File: src/rtl/mc_pkg.sv
// rtl/mc_pkg.sv - shared types and encodings for the multicycle controller
package mc_pkg;

    typedef enum logic [2:0] {
        ST_FETCH  = 3'd0,
        ST_DECODE = 3'd1,
        ST_EXEC   = 3'd2,
        ST_MEM    = 3'd3,
        ST_WB     = 3'd4,
        ST_TRAP   = 3'd5
    } state_t;

    typedef enum logic [2:0] {
        CL_NONE   = 3'd0,
        CL_R      = 3'd1,
        CL_I      = 3'd2,
        CL_LUI    = 3'd3,
        CL_LOAD   = 3'd4,
        CL_STORE  = 3'd5,
        CL_BRANCH = 3'd6
    } iclass_t;

    localparam logic [6:0] OP_R      = 7'h33;
    localparam logic [6:0] OP_I      = 7'h13;
    localparam logic [6:0] OP_LUI    = 7'h37;
    localparam logic [6:0] OP_LOAD   = 7'h03;
    localparam logic [6:0] OP_STORE  = 7'h23;
    localparam logic [6:0] OP_BRANCH = 7'h63;

    localparam logic [1:0] SRC_B_RS2 = 2'b00;
    localparam logic [1:0] SRC_B_IMM = 2'b01;

    localparam logic [1:0] ALU_ADD   = 2'b00;
    localparam logic [1:0] ALU_SUB   = 2'b01;
    localparam logic [1:0] ALU_FUNCT = 2'b10;
    localparam logic [1:0] ALU_PASS  = 2'b11;

endpackage

File: src/rtl/mc_opcode_decoder.sv
// rtl/mc_opcode_decoder.sv - opcode to instruction class and legal flag (branch legality via MC_BRANCH_SUPPORT_EN)
module mc_opcode_decoder
    import mc_pkg::*;
(
    input  logic [6:0] op,
    output iclass_t    iclass,
    output logic       legal
);

    // Classify the opcode; branches are only legal when branch support is built in
    always_comb begin
        iclass = CL_NONE;
        legal  = 1'b0;
        case (op)
            OP_R:      begin iclass = CL_R;     legal = 1'b1; end
            OP_I:      begin iclass = CL_I;     legal = 1'b1; end
            OP_LUI:    begin iclass = CL_LUI;   legal = 1'b1; end
            OP_LOAD:   begin iclass = CL_LOAD;  legal = 1'b1; end
            OP_STORE:  begin iclass = CL_STORE; legal = 1'b1; end
            OP_BRANCH: begin
                iclass = CL_BRANCH;
`ifdef MC_BRANCH_SUPPORT_EN
                legal  = 1'b1;
`else
                legal  = 1'b0;
`endif
            end
            default:   begin iclass = CL_NONE;  legal = 1'b0; end
        endcase
    end

endmodule

File: src/rtl/multicycle_control.sv
// rtl/multicycle_control.sv - multicycle CPU control FSM (branch support via MC_BRANCH_SUPPORT_EN)
module multicycle_control
    import mc_pkg::*;
(
    input  logic        clk,
    input  logic        reset,
    input  logic [6:0]  op_i,
    input  logic        mem_ready_i,
    input  logic        zero_i,
    output logic        pc_write_o,
    output logic        pc_src_o,
    output logic        ir_write_o,
    output logic        imm_latch_o,
    output logic        mem_read_o,
    output logic        mem_write_o,
    output logic        reg_write_o,
    output logic        illegal_o,
    output logic [1:0]  alu_src_b_o,
    output logic [1:0]  alu_op_o,
    output logic [2:0]  state_o,
    output logic [31:0] instr_count_o
);

    state_t      state_q;
    logic [6:0]  op_q;
    logic [31:0] count_q;
    logic [6:0]  dec_op;
    iclass_t     iclass;
    logic        legal;

    // DECODE judges the live opcode; every later state works from the latched copy
    assign dec_op = (state_q == ST_DECODE) ? op_i : op_q;

    mc_opcode_decoder u_dec (
        .op     (dec_op),
        .iclass (iclass),
        .legal  (legal)
    );

    assign state_o       = state_q;
    assign instr_count_o = count_q;

    // State sequencing, opcode latch and retired-instruction counter
    always_ff @(posedge clk or posedge reset) begin
        if (reset) begin
            state_q <= ST_FETCH;
            op_q    <= 7'd0;
            count_q <= 32'd0;
        end else begin
            case (state_q)
                ST_FETCH: begin
                    if (mem_ready_i) state_q <= ST_DECODE;
                end
                ST_DECODE: begin
                    op_q    <= op_i;
                    state_q <= legal ? ST_EXEC : ST_TRAP;
                end
                ST_EXEC: begin
                    case (iclass)
                        CL_R, CL_I, CL_LUI: state_q <= ST_WB;
                        CL_LOAD, CL_STORE:  state_q <= ST_MEM;
                        CL_BRANCH: begin
                            state_q <= ST_FETCH;
                            count_q <= count_q + 32'd1;
                        end
                        default:            state_q <= ST_TRAP;
                    endcase
                end
                ST_MEM: begin
                    if (mem_ready_i) begin
                        if (iclass == CL_LOAD) begin
                            state_q <= ST_WB;
                        end else begin
                            state_q <= ST_FETCH;
                            count_q <= count_q + 32'd1;
                        end
                    end
                end
                ST_WB: begin
                    state_q <= ST_FETCH;
                    count_q <= count_q + 32'd1;
                end
                ST_TRAP: state_q <= ST_TRAP;
                default: state_q <= ST_FETCH;
            endcase
        end
    end

    // Control strobes from the current state; memory handshake and branch are Mealy, all silenced in reset
    always_comb begin
        pc_write_o  = 1'b0;
        pc_src_o    = 1'b0;
        ir_write_o  = 1'b0;
        imm_latch_o = 1'b0;
        mem_read_o  = 1'b0;
        mem_write_o = 1'b0;
        reg_write_o = 1'b0;
        illegal_o   = 1'b0;
        alu_src_b_o = SRC_B_RS2;
        alu_op_o    = ALU_ADD;
        if (!reset) begin
            case (state_q)
                ST_FETCH: begin
                    mem_read_o = 1'b1;
                    if (mem_ready_i) begin
                        ir_write_o = 1'b1;
                        pc_write_o = 1'b1;
                    end
                end
                ST_DECODE: imm_latch_o = 1'b1;
                ST_EXEC: begin
                    case (iclass)
                        CL_R:     begin alu_src_b_o = SRC_B_RS2; alu_op_o = ALU_FUNCT; end
                        CL_I:     begin alu_src_b_o = SRC_B_IMM; alu_op_o = ALU_FUNCT; end
                        CL_LUI:   begin alu_src_b_o = SRC_B_IMM; alu_op_o = ALU_PASS;  end
                        CL_LOAD,
                        CL_STORE: begin alu_src_b_o = SRC_B_IMM; alu_op_o = ALU_ADD;   end
                        CL_BRANCH: begin
                            alu_src_b_o = SRC_B_RS2;
                            alu_op_o    = ALU_SUB;
                            pc_write_o  = zero_i;
`ifdef MC_BRANCH_SUPPORT_EN
                            pc_src_o    = zero_i;
`endif
                        end
                        default: ;
                    endcase
                end
                ST_MEM: begin
                    if (iclass == CL_LOAD)       mem_read_o  = 1'b1;
                    else if (iclass == CL_STORE) mem_write_o = 1'b1;
                end
                ST_WB:   reg_write_o = 1'b1;
                ST_TRAP: illegal_o   = 1'b1;
                default: ;
            endcase
        end
    end

endmodule
File: config.mk
export PLATFORM = sky130hd
export DESIGN_NAME = multicycle_control
export DESIGN_NICKNAME = d
export VERILOG_FILES = /design/src/rtl/mc_pkg.sv /design/src/rtl/mc_opcode_decoder.sv /design/src/rtl/multicycle_control.sv
export SDC_FILE = /design/constraint.sdc
export NUM_CORES = 1
export LEC_CHECK = 0
export CAP_MARGIN = 20
export CORE_MARGIN = 3
export CORE_UTILIZATION = 50
export CTS_CLUSTER_SIZE = 25
export DETAILED_ROUTE_END_ITERATION = 8
export PLACE_DENSITY = 0.77
export SETUP_SLACK_MARGIN = 0.15
export SYNTH_ARGS = -nofsm -noshare
export SYNTH_HDL_FRONTEND = slang
export SYNTH_SLANG_ARGS = --single-unit
File: constraint.sdc
create_clock -name clk -period 7.2 [get_ports clk]
set_input_delay 1.08 -clock clk [delete_from_list [all_inputs] [get_ports clk]]
set_output_delay 1.08 -clock clk [all_outputs]
set_load 0.02 [all_outputs]
**After elaboration in Yosys (flattened, before gate mapping)**

Index checks and enable logic that the tools add are counted.

- Bits of input ports: 11
- Word-level logic and storage cells: 72
- Output and inout bits: 47
- Flip-flop bits (word level): 42

- Equality and inequality tests: 21
- Mux-type cells: 38
- Add/subtract/negate cells: 1
- Reductions and logical operators: 9

Operators by type and width:

| cell | count |
|---|---|
| $mux 32 | 3 |
| $pmux 32 s3 | 1 |
| $add 32x1->32 const B | 1 |
| $eq 7x6->1 const B | 3 |
| $mux 1 | 21 |
| $pmux 3 s6 | 1 |
| $eq 3x3->1 const B | 5 |
| $pmux 3 s5 | 1 |
| $eq 3x2->1 const B | 4 |
| $mux 3 | 4 |
| $pmux 3 s3 | 1 |
| $ne 2x2->1 const B | 4 |
| $eq 7x2->1 const B | 1 |
| $eq 7x5->1 const B | 1 |
| $eq 7x7->1 const B | 1 |
| $mux 7 | 1 |
| $eq 3x1->1 const B | 2 |
| $pmux 2 s3 | 1 |
| $reduce_or 5->1 | 1 |
| $mux 2 | 2 |
| $pmux 1 s2 | 2 |
| $reduce_and 4->1 | 1 |
| $reduce_or 2->1 | 2 |
| $reduce_or 4->1 | 1 |
| other kinds (4) | 4 |

**Depth between registers and ports, before layout**

Gate-level depths: netlist (run 1).

- Depth after elaboration: 9
- Mapped depth: 10
- Gate-level depth less buffers: 6

**Cells and area by module**

A second synthesis (run 1) with hierarchy kept.

- Cell total of the unflattened synthesis: 220
- Area total of the unflattened synthesis: 2259.7 µm²

By module, submodules not included:

| module | sequential area each (µm²) | instances | cells each | area each (µm²) |
|---|---|---|---|---|
| multicycle_control | 1051.0 | 1 | 208 | 2158.3 |
| mc_opcode_decoder | 0.0 | 1 | 12 | 101.3 |

**Least setup slack after synthesis (run 1)**

Ideal clock, no wire load.

- Kind: in2out
- Start: input reset
- End: output mem_write_o
- Arrival: 3.276 ns
- Data required time: 6.120 ns
- Slack: 2.844 ns
- Stages: 3
- Path buffers: 0
- Path through: inv_1 -> nand3_1 -> a2111oi_0

- Longest elaborated chain between the ends: 1

Ends and longest elaborated chain:

| element | line | text |
|---|---|---|
| start: declaration | multicycle_control.sv:6 | `input logic reset,` |
| $mux 1 | multicycle_control.sv:101 | `if (!reset) begin` |
| end: declaration | multicycle_control.sv:15 | `output logic mem_write_o,` |

No other way between the ends.

**Worst setup path after layout (run 1)**

- Start: register state_q[0] (netlist: state_o[0])
- End: output mem_write_o

- Longest elaborated chain between the ends: 9
- Elaborated cells on any way between the ends: 16
- Classes of those cells: 10 x eq/ne; 6 x mux

Ends and longest elaborated chain:

| element | line | text |
|---|---|---|
| start: declaration | multicycle_control.sv:24 | `state_t state_q;` |
| start signal: assignment | multicycle_control.sv:56 | `state_q <= legal ? ST_EXEC : ST_TRAP;` |
| $eq 3x1->1 | multicycle_control.sv:32 | `assign dec_op = (state_q == ST_DECODE) ? op_i : op_q;` |
| $mux 7 | multicycle_control.sv:32 |  |
| $eq 7x7->1 (tied with other cells) | mc_opcode_decoder.sv:14 | `case (op)` |
| $pmux 3 s6 | mc_opcode_decoder.sv:14 |  |
| $eq 3x3->1 | multicycle_control.sv:131 | `else if (iclass == CL_STORE) mem_write_o = 1'b1;` |
| $mux 1 | multicycle_control.sv:131 |  |
| $mux 1 | multicycle_control.sv:130 | `if (iclass == CL_LOAD) mem_read_o = 1'b1;` |
| $mux 1 * | multicycle_control.sv:102 | `case (state_q)` |
| $mux 1 * | multicycle_control.sv:101 |  |

Mark *: on every way between the ends. The rest lies on a longest branch, timed or not.

==> summary.txt, run 1 <==
Status
  • Status: completed

Synth
  • Synthesized instance count: 250
  • Seq/Total Area, Yosys: 42.7%
  • Flops & latches, synth: 42
  • YS warnings: 0
  • Post-Syn Area: 2460 µm²
  • Synth top area share: 42.7%
  • Dominant cell type by area after synthesis: dfrtp_1
  • FFs w/ async S/R, synth: 100%
  • Yosys cell types: 52
  • Number of synthesized flops with an enable pin: 0
  • Synth Flop Type: dfrtp_1
  • Syn Area/Cell: 9.83 µm²
  • Area contributors post-synth: dfrtp_1 43%, xnor2_1 9.3%, nand2_1 3.8%

Die
  • Initial Utilization: 54.2%
  • Die boundary width: 76.1 µm
  • Die Span Y: 76.1 µm
  • Die area: 5790 µm²
  • I/O pin total: 58
  • Core Area: 4530 µm²
  • Core Rows: 24

Global routing
  • Antenna violations before repair: 0
  • GRT Residual Overflow: 0
  • Number of global-route vias before repair: 2042
  • Global route hottest layer: met2
  • Gr usage total: 20.7%
  • Global-route wire length before repair: 9.90 mm
  • Met1 track demand over resource: 28.5%
  • Routing usage on met3: 3.90%
  • Pin count of the biggest net entering global routing: 47
  • GRT met2 Usage: 33.8%

Min path
  • Min-delay worst type: reg2reg

Clock network
  • Cts bufs inserted: 5
  • Clock Path Buffers: 2
  • Worst-Skew Late Latency: 290 ps
  • H-tree depth: 2
  • Clk slew on worst S/H paths: 80 ps
  • Clock Tree Root: clkbuf_8
  • CTS tree: done
  • Post-CTS Setup Bufs: 0
  • Hold Buf Count CTS: 0
  • Clk sinks: 42
  • Post-cts sizing count: 0

STA
  • RSZ-0062 raised after global routing: false
  • Setup-failing EPs final: 0
  • Highest Clock Rate: 210 MHz
  • Minimum clock period: 4760 ps
  • Worst Tran Pin Value: 946 ps
  • Max_slew headroom: 36.9%
  • Final worst path period share: 66.1%
  • Max-slew violations: 0
  • Worst Skew: 8.94 ps
  • Final setup TNS: 0 ps
  • Hold Violations, Final: 0

Detailed routing
  • Via count: 2137
  • DRC Markers: 0
  • Initial DRT Pass Iterations: 5
  • Routed WL per cell: 15.4 µm
  • Via density: 5.81
  • DRT iter0 DRCs: 185
  • WL final: 5.67 mm
  • DRT antenna net count: 0

Layout
  • Commonest non-fill, non-tap cell in the layout: clkdlybuf4s50_1
  • Area Overhead vs Synth: 27.6%
  • Share of cells above drive strength 1: 6.27%
  • Diodes inserted: 0
  • Most frequent cells in the layout: 55 x clkdlybuf4s50_1, 42 x dfrtp_1, 26 x xnor2_1
  • Fin util: 69.2%
  • Final nets: 314
  • Fill cells: 388

Critical path
  • Worst EP required: 6120 ps
  • Max FO, Critical Path: 17
  • CP startpoint kind: flip-flop
  • CP Capture Type: output port
  • Crit path DAT: 3680 ps
  • CP cell instances: nor3b_2 > mux2i_1 > o221ai_1 > a2111oi_0 > clkdlybuf4s50_1
  • Setup CP Type: reg2out
  • Slowest Stage Delay on Critical Path: 680 ps
  • CP max-delay cell: clkdlybuf4s50_1

Placement
  • Number of port buffers: 55
  • HPWL Detailed: 4.04 mm
  • GP Congestion: 0.883

Flow run
  • Max-cap viol count: 0

Power and ir drop
  • Worst VDD drop: 0.000217 V
  • LEAKAGE: 1.18 nW
  • Power per cell area: 263 nW/µm²
==> Yosys cell counts, types with 2 or more instances <==
| master | count |
|---|---|
| a2111oi_1 | 2 |
| a211oi_1 | 3 |
| a21boi_0 | 2 |
| a21oi_1 | 4 |
| a31oi_1 | 3 |
| and3_1 | 12 |
| and4_1 | 4 |
| buf_2 | 3 |
| buf_4 | 2 |
| buf_6 | 4 |
| clkbuf_1 | 4 |
| dfrtp_1 | 42 |
| inv_1 | 4 |
| mux2_2 | 2 |
| nand2_1 | 25 |
| nand2b_1 | 5 |
| nand3_1 | 10 |
| nand3b_1 | 4 |
| nand4_1 | 4 |
| nor2_1 | 15 |
| nor2b_1 | 3 |
| nor3_1 | 8 |
| nor4_1 | 2 |
| o2111ai_1 | 7 |
| o2111ai_2 | 2 |
| o211ai_1 | 5 |
| o21ai_0 | 7 |
| o21ai_1 | 5 |
| o221ai_1 | 2 |
| o22a_1 | 2 |
| o22ai_1 | 3 |
| xnor2_1 | 26 |
| xor2_1 | 5 |
==> metal layers <==
metal,wire (µm),share of wire (%)
met1,2620,46
met2,2690,47
met4,57,1.0
met3,303,5.3
met5,0,0
==> path summary, 6_finish.rpt <==
check,startpoint,end,slack (ps),depth (start not counted)
worst max-delay path,state_o[0],mem_write_o,2440,5
worst min-delay path,instr_count_o[31],instr_count_o[31],470,1
worst max register to register,state_o[0],instr_count_o[1],3610,6
worst min register to register,instr_count_o[31],instr_count_o[31],470,1
max in group asynchronous,reset,op_q[1],5550,3
min in group asynchronous,reset,instr_count_o[27],1280,3
==> area by class of cell <==
class                           count  area [µm²]  share of cell area, %
Clock buffer                        6        72.6                   2.31
Clock inverter                      2        37.5                   1.20
Inverter                            4        15.0                  0.479
Multi-Input combinational cell    192        1310                   41.6
Sequential cell                    42        1050                   33.5
Tap cell                           65        81.3                   2.59
Timing Repair Buffer               57         573                   18.3
==> flip-flops by register name, summed over array words and instances, names as in the netlist <==
name,flops
instr_count_o,32
op_q,7
state_o,3
==> through the flow <==
step	std cells	area [µm²]	power, mW	hold WS (ps)	worst slack (ps)
6_report	368	3140	0.826	471	2440
2_1_floorplan	251	2460	0.540	436	2840
3_5_place_dp	359	3010	0.637	466	2670
5_1_grt	368	3140	0.879	490	2160
4_1_cts	367	3120	0.821	478	2460
3_3_place_gp	359	3010	0.632	458	2740
==> worst max-delay path: cells and delay by family, from the launching register on <==
family | cells | cell delay (ps)
buf+inv | 1 | 680
flops | 1 | 640
compound gates | 2 | 790
simple gates | 1 | 650
mux | 1 | 620
==> power breakdown <==
group	total (mW)	internal [mW]	switching [mW]
combinational	0.310	0.133	0.177
clock	0.183	0.103	0.0796
sequential	0.333	0.277	0.0566
total	0.826	0.513	0.313
==> kinds of logic (layout without fill, tap and decap cells) <==
| kind of cell | count (synthesis) | in the layout | share of synthesized area [%] |
|---|---|---|---|
| multiplexers | 3 | 3 | 1.32 |
| AND/OR/NAND/NOR | 98 | 98 | 21.8 |
| other | 1 | 2 | 0.153 |
| flip-flops | 42 | 42 | 42.7 |
| adder cells (fa/ha/maj) | 1 | 1 | 0.509 |
| buffers and inverters | 17 | 69 | 4.27 |
| XOR/XNOR | 31 | 31 | 11.0 |
| AO/OA/AOI/OAI | 57 | 57 | 18.2 |
Note: power is estimated with default switching activity, not from simulation.
==> inputs of run 2 (changes only) <==
Settings changed: CORE_UTILIZATION 50 to 45, PLACE_DENSITY 0.77 to 0.73.
Clock period 7.2 ns to 4.3 ns, I/O delays scaled along.
==> summary.txt, run 2 (synthesis results as in run 1) <==
Placement
  • DP Worst Slack: 516 ps
  • Number of port buffers: 55
  • HPWL Detailed: 4.19 mm
  • Placement Cell Area: 3050 µm²
  • # placed instances: 368
  • GP Congestion: 0.852

Critical path
  • Setup CP Type: reg2out
  • Slowest Stage Delay on Critical Path: 680 ps
  • Worst EP required: 3650 ps
  • Reg2Reg Setup Slack: 1290 ps
  • CP cell instances: nor3b_4 > mux2i_2 > o221ai_1 > a2111oi_0 > clkdlybuf4s50_1
  • Reg2reg path depth: 7
  • Crit path DAT: 3180 ps
  • Worst R2R Start: state_o[2]
  • Max FO, Critical Path: 12
  • CP Capture Type: output port
  • CP startpoint kind: flip-flop
  • Reg2reg end: instr_count_o[14]
  • CP max-delay cell: clkdlybuf4s50_1

Power and ir drop
  • Worst VDD drop: 0.000269 V
  • Sw Share: 37.5%
  • Psw: 0.528 mW
  • Total power: 1.41 mW
  • Power per cell area: 444 nW/µm²
  • P_int: 0.880 mW
  • Comb power frac: 38.9%
  • LEAKAGE: 1.20 nW
  • Reg power frac: 38.7%
  • Clock group share of total power: 22.4%

Detailed routing
  • Via density: 5.58
  • Top Layer Used: met4
  • DRT iter0 DRCs: 134
  • Met3 WL: 323 µm
  • DRC Markers: 0
  • DRT antenna net count: 0
  • Via count: 2091
  • WL final: 5.80 mm
  • Routed WL per cell: 15.5 µm
  • Metal-1 WL: 2.80 mm
  • Initial DRT Pass Iterations: 5
  • Met2 routed WL: 2.63 mm

Clock network
  • H-tree depth: 2
  • Cts bufs inserted: 5
  • Worst-Skew Late Latency: 290 ps
  • Hold Buf Count CTS: 0
  • Post-cts sizing count: 0
  • Post-CTS Setup Bufs: 0
  • Clock Path Buffers: 2
  • Clock Tree Root: clkbuf_8
  • Clk slew on worst S/H paths: 80 ps
  • CTS tree: done
  • Clk sinks: 42

Layout
  • Max reg flops: 32
  • Diodes inserted: 0
  • Final nets: 317
  • Cell area after layout: 3170 µm²
  • Commonest non-fill, non-tap cell in the layout: clkdlybuf4s50_1
  • Fill cells: 455
  • Share of cells above drive strength 1: 7.54%
  • Area Overhead vs Synth: 29.0%
  • Fin util: 60.9%
  • Most frequent cells in the layout: 55 x clkdlybuf4s50_1, 42 x dfrtp_1, 26 x xnor2_1
  • Final std cells w/o fill: 375

Global routing
  • Antenna violations before repair: 0
  • Number of global-route vias before repair: 2016
  • Pin count of the biggest net entering global routing: 46
  • GRT Residual Overflow: 0
  • Gr usage total: 19.4%
  • Global-route wire length before repair: 9.86 mm

STA
  • RSZ-0062 raised after global routing: false
  • Worst Tran Pin Value: 860 ps
  • Final Worst Setup Slack: 471 ps
  • Hold Violations, Final: 0
  • Final worst path period share: 89.1%
  • Highest Clock Rate: 261 MHz
  • Max-slew violations: 0
  • Setup-failing EPs final: 0
  • Worst Skew: 7.20 ps
  • WHS: 474 ps
  • Final setup TNS: 0 ps
  • Minimum clock period: 3830 ps
  • Max_slew headroom: 42.7%

Die
  • Initial Utilization: 47.2%
  • Die area: 6390 µm²
  • Die Span Y: 79.9 µm
  • Core Area: 5200 µm²
  • Core Rows: 26
  • Die boundary width: 79.9 µm
  • I/O pin total: 58

Min path
  • Hold Startpoint: op_q[3]
  • Hold endpoint: op_q[3]
  • Hold path depth: 2
  • Min-delay worst type: reg2reg

Status
  • Status: completed

Flow run
  • Max-cap viol count: 0
run 2: critical path: cells and delay by family, from the launching register on:
family / cells / cell delay (ps)
AOI/OAI and AO/OA: 2 / 720
buffers and inverters: 1 / 680
DFF: 1 / 520
and+or+nand+nor: 1 / 500
muxes: 1 / 470
run 2: routing by layer:
layer  vias to the layer above  global-route usage, %
met5                         -                      0
met4                         0                   4.56
met3                         5                   4.06
met2                        64                   29.1
met1                       991                   28.4
li1                       1031                      -
run 2: worst max-delay path by stage:
| stage | endpoint | slack [ps] | depth (start not counted) | from |
|---|---|---|---|---|
| floorplan | mem_write_o | 810 | 3 | reset |
| global placement | mem_write_o | 650 | 5 | state_o[2] |
| CTS | mem_write_o | 190 | 5 | state_o[2] |
| finish | mem_write_o | 470 | 5 | state_o[2] |
| detailed placement | mem_write_o | 520 | 5 | state_o[2] |
| global route | mem_write_o | 210 | 5 | state_o[2] |
run 2: area by class of cell:
type / instances / area, µm² / area share [%]
Clock buffer: 6 / 82.6 / 2.60
Clock inverter: 1 / 30.0 / 0.947
Inverter: 4 / 15.0 / 0.474
Multi-Input combinational cell: 192 / 1320 / 41.5
Sequential cell: 42 / 1050 / 33.1
Tap cell: 70 / 87.6 / 2.76
Timing Repair Buffer: 60 / 588 / 18.5
run 2: power groups by stage:
| stage | logic, mW | registers [mW] | clock network [mW] |
|---|---|---|---|
| finish | 0.547 | 0.544 | 0.316 |
| global route | 0.596 | 0.557 | 0.343 |
| CTS | 0.537 | 0.538 | 0.326 |
| detailed placement | 0.534 | 0.545 | 0 |
| global placement | 0.532 | 0.542 | 0 |
| floorplan | 0.333 | 0.571 | 0 |
